[config.mk]
export PLATFORM = sky130hd
export DESIGN_NAME = serial_bit_feeder
export DESIGN_NICKNAME = d
export VERILOG_FILES = /design/src/rtl/serial_bit_feeder_pkg.sv /design/src/rtl/serial_bit_feeder.sv
export SDC_FILE = /design/constraint.sdc
export NUM_CORES = 1
export LEC_CHECK = 0
export CORE_MARGIN = 1
export CORE_UTILIZATION = 46
export DETAILED_ROUTE_END_ITERATION = 6
export PLACE_DENSITY = 0.79
export SYNTH_ARGS = -nofsm -noshare
export SYNTH_HDL_FRONTEND = slang
export SYNTH_SLANG_ARGS = --single-unit
[constraint.sdc]
create_clock -name clk -period 1.6 [get_ports clk]
set_clock_uncertainty 0.05 [all_clocks]
set_input_delay 0.32 -clock clk [delete_from_list [all_inputs] [get_ports clk]]
set_output_delay 0.32 -clock clk [all_outputs]
set_load 0.05 [all_outputs]
[src/rtl/serial_bit_feeder_pkg.sv]
// Shared definitions for the serial bit feeder that drives the 1111001 detector.
// Holds the feeder state encoding and the default word width / idle line level.
package feeder_pkg;

   typedef enum logic {
      FEED_IDLE  = 1'b0,
      FEED_SHIFT = 1'b1
   } feed_state_e;

   localparam int   DEF_WIDTH    = 8;
   localparam logic DEF_IDLE_BIT = 1'b0;

endpackage

[src/rtl/serial_bit_feeder.sv]
// Serializes valid/ready parallel words into a one-bit-per-clock stream for the
// 1111001 detector; a one-word holding buffer keeps consecutive words gap-free.
module serial_bit_feeder
   import feeder_pkg::*;
#(
   parameter int   WIDTH     = DEF_WIDTH,
   parameter bit   MSB_FIRST = 1'b1,
   parameter logic IDLE_BIT  = DEF_IDLE_BIT
) (
   input  logic             clk,
   input  logic             rst,
   input  logic [WIDTH-1:0] in_data,
   input  logic             in_valid,
   output logic             in_ready,
   input  logic             flush,
   output logic             x,
   output logic             x_valid,
   output logic             busy,
   output logic [15:0]      words_sent
);

   localparam int             CW       = (WIDTH > 1) ? $clog2(WIDTH) : 1;
   localparam logic [CW-1:0]  CNT_LOAD = CW'(WIDTH - 1);

   feed_state_e      state, state_n;
   logic [WIDTH-1:0] shreg, shreg_n;
   logic [WIDTH-1:0] hold, hold_n;
   logic [CW-1:0]    cnt, cnt_n;
   logic             hold_full, hold_full_n;
   logic             last_bit, xfer, sent_inc;

   function automatic logic [WIDTH-1:0] shift_once(input logic [WIDTH-1:0] v);
      if (MSB_FIRST)
         return {v[WIDTH-2:0], 1'b0};
      else
         return {1'b0, v[WIDTH-1:1]};
   endfunction

   assign last_bit = (cnt == '0);
   assign in_ready = !hold_full && !flush;
   assign xfer     = in_valid && in_ready;
   assign busy     = (state == FEED_SHIFT) || hold_full;
   assign x_valid  = (state == FEED_SHIFT);
   // x is derived only from registered state, so in_data/in_valid never reach it.
   assign x        = x_valid ? (MSB_FIRST ? shreg[WIDTH-1] : shreg[0]) : IDLE_BIT;

   always_comb begin
      state_n     = state;
      shreg_n     = shreg;
      hold_n      = hold;
      cnt_n       = cnt;
      hold_full_n = hold_full;
      sent_inc    = 1'b0;
      if (flush) begin
         state_n     = FEED_IDLE;
         shreg_n     = '0;
         hold_n      = '0;
         cnt_n       = '0;
         hold_full_n = 1'b0;
      end else begin
         unique case (state)
            FEED_IDLE: begin
               if (xfer) begin
                  shreg_n = in_data;
                  cnt_n   = CNT_LOAD;
                  state_n = FEED_SHIFT;
               end
            end
            FEED_SHIFT: begin
               if (last_bit) begin
                  sent_inc = 1'b1;
                  if (hold_full) begin
                     shreg_n     = hold;
                     cnt_n       = CNT_LOAD;
                     hold_full_n = 1'b0;
                  end else if (xfer) begin
                     shreg_n = in_data;
                     cnt_n   = CNT_LOAD;
                  end else begin
                     state_n = FEED_IDLE;
                  end
               end else begin
                  shreg_n = shift_once(shreg);
                  cnt_n   = cnt - 1'b1;
                  if (xfer) begin
                     hold_n      = in_data;
                     hold_full_n = 1'b1;
                  end
               end
            end
            default: state_n = FEED_IDLE;
         endcase
      end
   end

   // control registers: asynchronous reset drops any partial word at once
   always_ff @(posedge clk or posedge rst) begin
      if (rst) begin
         state      <= FEED_IDLE;
         hold_full  <= 1'b0;
         cnt        <= '0;
         words_sent <= '0;
      end else begin
         state     <= state_n;
         hold_full <= hold_full_n;
         cnt       <= cnt_n;
         if (sent_inc)
            words_sent <= words_sent + 16'd1;
      end
   end

   // data registers: meaningful only while qualified by state / hold_full
   always_ff @(posedge clk) begin
      shreg <= shreg_n;
      hold  <= hold_n;
   end

endmodule

=== After elaboration in Yosys (flattened, before gate mapping) ===
Index checks and enable logic that the tools add are counted.

* Flip-flop bits (word level): 37
* Latch bits: 0
* Memory bits (read-only): 0
* Word-level logic and storage cells: 42
* RAM bits: 0
* Memories kept: 0
* Input port bits: 12

* Shifts and indexed selects: 0
* Multiply operators: 0
* Reduce and logical (&&, ||, !) cells: 10
* Equal/unequal tests: 0
* Add/sub/neg operators: 2
* Multiplexer cells: 22
* Bitwise operators: 2
* Div/mod/pow operators: 0
* Magnitude comparators: 0

{| class="wikitable"
|+ Operators with widths
! operator !! number
|-
| $mux W8 || 3
|-
| $add A16 B1 Y16 const B || 1
|-
| $pmux W8 S2 || 1
|-
| $mux W1 || 12
|-
| $mux W3 || 4
|-
| $pmux W3 S2 || 1
|-
| $logic_not A3 Y1 || 1
|-
| $reduce_and A3 Y1 || 1
|-
| $reduce_bool A3 Y1 || 1
|-
| $sub A3 B1 Y3 const B || 1
|-
| $logic_and A1 B1 Y1 || 2
|-
| $logic_not A1 Y1 || 2
|-
| $not A1 Y1 || 2
|-
| $pmux W1 S2 || 1
|-
| $reduce_and A2 Y1 || 1
|-
| $reduce_bool A2 Y1 || 1
|-
| $logic_or A1 B1 Y1 || 1
|}

=== Depth between registers and ports, before layout ===
* Depth after elaboration: 8
* Gate-level depth with buffers: 7
* Gate-level depth less buffers: 6

=== Worst setup path after synthesis ===
Ideal clock, no wire load.

* Path kind: reg2out
* From: reg state (netlist: x_valid)
* To: out x
* Slack: -297 ps
* Buffers on the path: 2
* Stages on the path, launching flop included: 4
* Arrival time: 1527 ps
* Path through: dfrtp_1 buf_4 clkbuf_1 and2_1

* Cells in the longest elaborated chain, start to end: 1

{| class="wikitable"
|+ Ends and longest elaborated chain
! element !! line !! source
|-
| from (decl) || serial_bit_feeder.sv:25 || <nowiki>feed_state_e state, state_n;</nowiki>
|-
| from (signal assigned) || serial_bit_feeder.sv:104 || <nowiki>state <= state_n;</nowiki>
|-
| $mux W1 || serial_bit_feeder.sv:45 || <nowiki>assign x = x_valid ? (MSB_FIRST ? shreg[WIDTH-1] : shreg[0]) : IDLE_BIT;</nowiki>
|-
| to (decl) || serial_bit_feeder.sv:16 || <nowiki>output logic x,</nowiki>
|}

Every way passes these cells.

=== Worst setup path after layout ===
* From: reg hold_full
* To: out busy

* Cells in the longest elaborated chain, start to end: 1

{| class="wikitable"
|+ Ends and longest elaborated chain
! element !! line !! source
|-
| from (decl) || serial_bit_feeder.sv:29 || <nowiki>logic hold_full, hold_full_n;</nowiki>
|-
| from (signal assigned) || serial_bit_feeder.sv:105 || <nowiki>hold_full <= hold_full_n;</nowiki>
|-
| $logic_or A1 B1 Y1 || serial_bit_feeder.sv:42 || <nowiki>assign busy = (state == FEED_SHIFT) || hold_full;</nowiki>
|-
| to (decl) || serial_bit_feeder.sv:18 || <nowiki>output logic busy,</nowiki>
|}

Every way passes these cells.

==> impl_metrics.toml <==
[die]
io_pins = 32
fp.dieW_um = 64.1
design.die.area_um2 = 4110
die_y_um = 64.1
coreArea_um2 = 3690
start_util = 0.481
row_count = 22

[finish]
multiInputGateArea_um2 = 932
n_antenna_cell = 0
nFillCells = 251
fin_area_um2 = 2700
postLayoutCoreUtil = 0.732
area.growth.synth_to_final_pct = 52.1
seq_area_um2 = 847
layout-drive-gt1-share = 0.353
fin_nets = 252

[clock_network]
path_clk_slew_ns = 0.07
cts_tree = "done"
root_buffer = "clkbuf_8"
clk_path_buf_depth = 2
cts_sinks = 37
clock_latency_ns = 0.29
numCtsBuffers = 5
htree_levels = 2

[global_route]
antenna_found_initial = 0
grt_pass1_vias = 1483
grt_max_degree = 22
grt_use_total = 0.211
grt_first_pass_wirelength_um = 6700
grt_overflow = 0

[synthesis]
seq_area_frac_synth = 0.476
synth_cells = 178
synthTopCellsByCount = "dfrtp_1 (21), dfxtp_1 (16), nand2_1 (15), nor2_1 (12), xnor2_1 (12)"
synth_async_sr_flop_share = 0.568
yosysMostFrequentCell = "dfrtp_1"
syn_nets = 193
yosysUniqueCellTypes = 35
synth-seq-cells = 37
yosys_warnings = 0
synth_top_area_share = 0.296
synth_edf_count = 0
yosys_most_used_dff = "dfrtp_1"
yosys-top-cells-area = "dfrtp_1 (30%), dfxtp_1 (18%), xnor2_1 (5.9%)"
synth.avg_cell_area_um2 = 9.97
syn_area_um2 = 1780
yosysTopAreaCell = "dfrtp_1"

[timing]
fin_crit_sh = 1.01
fin_crit_ns = 1.61
rsz0062_at_grt = "true"
slew_violations = 0
max_slew_margin = 0.821
finalHoldViolations = 0
finalSetupViolations = 1
tightest_slew_ns = 0.268
fin_ws_ns = -0.0110
fmax_ghz = 0.621

[pwr]
total_power_mw = 2.45
vdd_drop_max_uv = 508
leakage_nw = 1.24
powerDensity_nw_per_um2 = 908

[placement]
numPortBuffers = 31
placed_area_um2 = 2500
gp_congestion = 0.818
pre_cts_slack_ns = -0.242
post-dp-hpwl_um = 2720

[route]
drc = 0
via_per_inst = 5.30
drt_iter0_markers = 46
num_vias = 1515
wirelength_um = 3910
firstDrtPassIters = 4
wl_per_cell_um = 13.7
postRouteAntennaNets = 0

[setup_path]
critical_path.cell_chain = "buf_12 -> or2_4 -> buf_8"
worstPathArrival_ns = 1.24
worst-path-max-fanout = 4
slowest_stage = "dfrtp_1"
startpoint_type = "register"
crit_type = "reg2out"
critical-path-max-stage-delay_ns = 0.43
reg2reg_depth = 6
required_ns = 1.23
endpoint_kind = "output port"

[run_status]
violations = "negative setup slack"
outcome = "finished with violations"

[hold_path]
hold_path.class = "in2async"

[run]
drv_cap = 0
[sequential cells by signal, indices dropped and copies added, names as in the netlist]
name,flops
words_sent,16
x_valid,1
cnt,3
hold_full,1
hold,8
shreg,8
[cell families (layout without fill, tap and decap cells)]
logic type | count (synthesis) | after routing | share of synthesized area
buffers and inverters | 14 | 74 | 0.0345
multiplexers | 17 | 17 | 0.102
XOR/XNOR | 15 | 15 | 0.0782
adder cells (fa/ha/maj) | 3 | 3 | 0.0211
AO/OA/AOI/OAI | 24 | 24 | 0.0747
flip-flops | 37 | 37 | 0.476
AND/OR/NAND/NOR | 68 | 68 | 0.213
[layer usage]
metal  track usage  wire, um
met5             0         0
met4        0.0833        28
met3        0.0500       140
met2         0.384      2120
met1         0.236      1620
[metrics by stage]
stage	cells	setup TNS (ns)	hold WS, ns
6_report	286	-0.0110	0.309
5_1_grt	286	-0.600	0.323
4_1_cts	285	-0.00549	0.317
3_5_place_dp	274	-6.03	0.424
3_3_place_gp	274	-5.13	0.416
2_1_floorplan	178	-0.374	0.246
[worst max-delay path, delay by kind of cell, from the launching register on]
family / cells / cell delay [ns]
AND/OR/NAND/NOR: 1 / 0.23
flip-flops: 1 / 0.43
buffers and inverters: 2 / 0.30
[area by class of cell]
type	instances	share of cell area
Multi-Input combinational cell	127	0.345
Inverter	5	0.00695
Clock inverter	2	0.00371
Clock buffer	6	0.0269
Sequential cell	37	0.314
Tap cell	48	0.0222
Timing Repair Buffer	61	0.282
[report_power, final]
group / internal, mW / switching (mW) / total, mW
Combinational: 0.396 / 0.414 / 0.810
Clock: 0.301 / 0.313 / 0.615
Sequential: 0.990 / 0.0378 / 1.03
[path summary, 6_finish.rpt]
kind	from	to	slack, ns
setup reg to reg	cnt[0]	words_sent[11]	0.02
setup / recovery	hold_full	busy	-0.01
min in group clk	flush	shreg[6]	0.43
hold / removal	rst	x_valid	0.31
max in group asynchronous	rst	x_valid	0.97
hold reg to reg	hold[3]	hold[3]	0.43
[placed cells by master, fill, tap and decap left out, types with 8 or more instances in the layout]
cell type	count
buf_4	25
dfrtp_1	20
buf_12	20
dfxtp_1	16
nand2_1	14
xnor2_1	12
nor2_1	11
and3_1	10
a21oi_1	10
clkdlybuf4s50_1	10
nand4_1	8
mux2i_1	8
[what timing repair did]
item / CTS / global route
setup buffers: 3 / 0
hold buffers: 0 / 0
endpoints found under the setup margin: 14 / 26
pin swaps: 3 / 5
gates cloned: 0 / 1
resized for setup: 9 / 19
(Power assumes the default switching activity.)
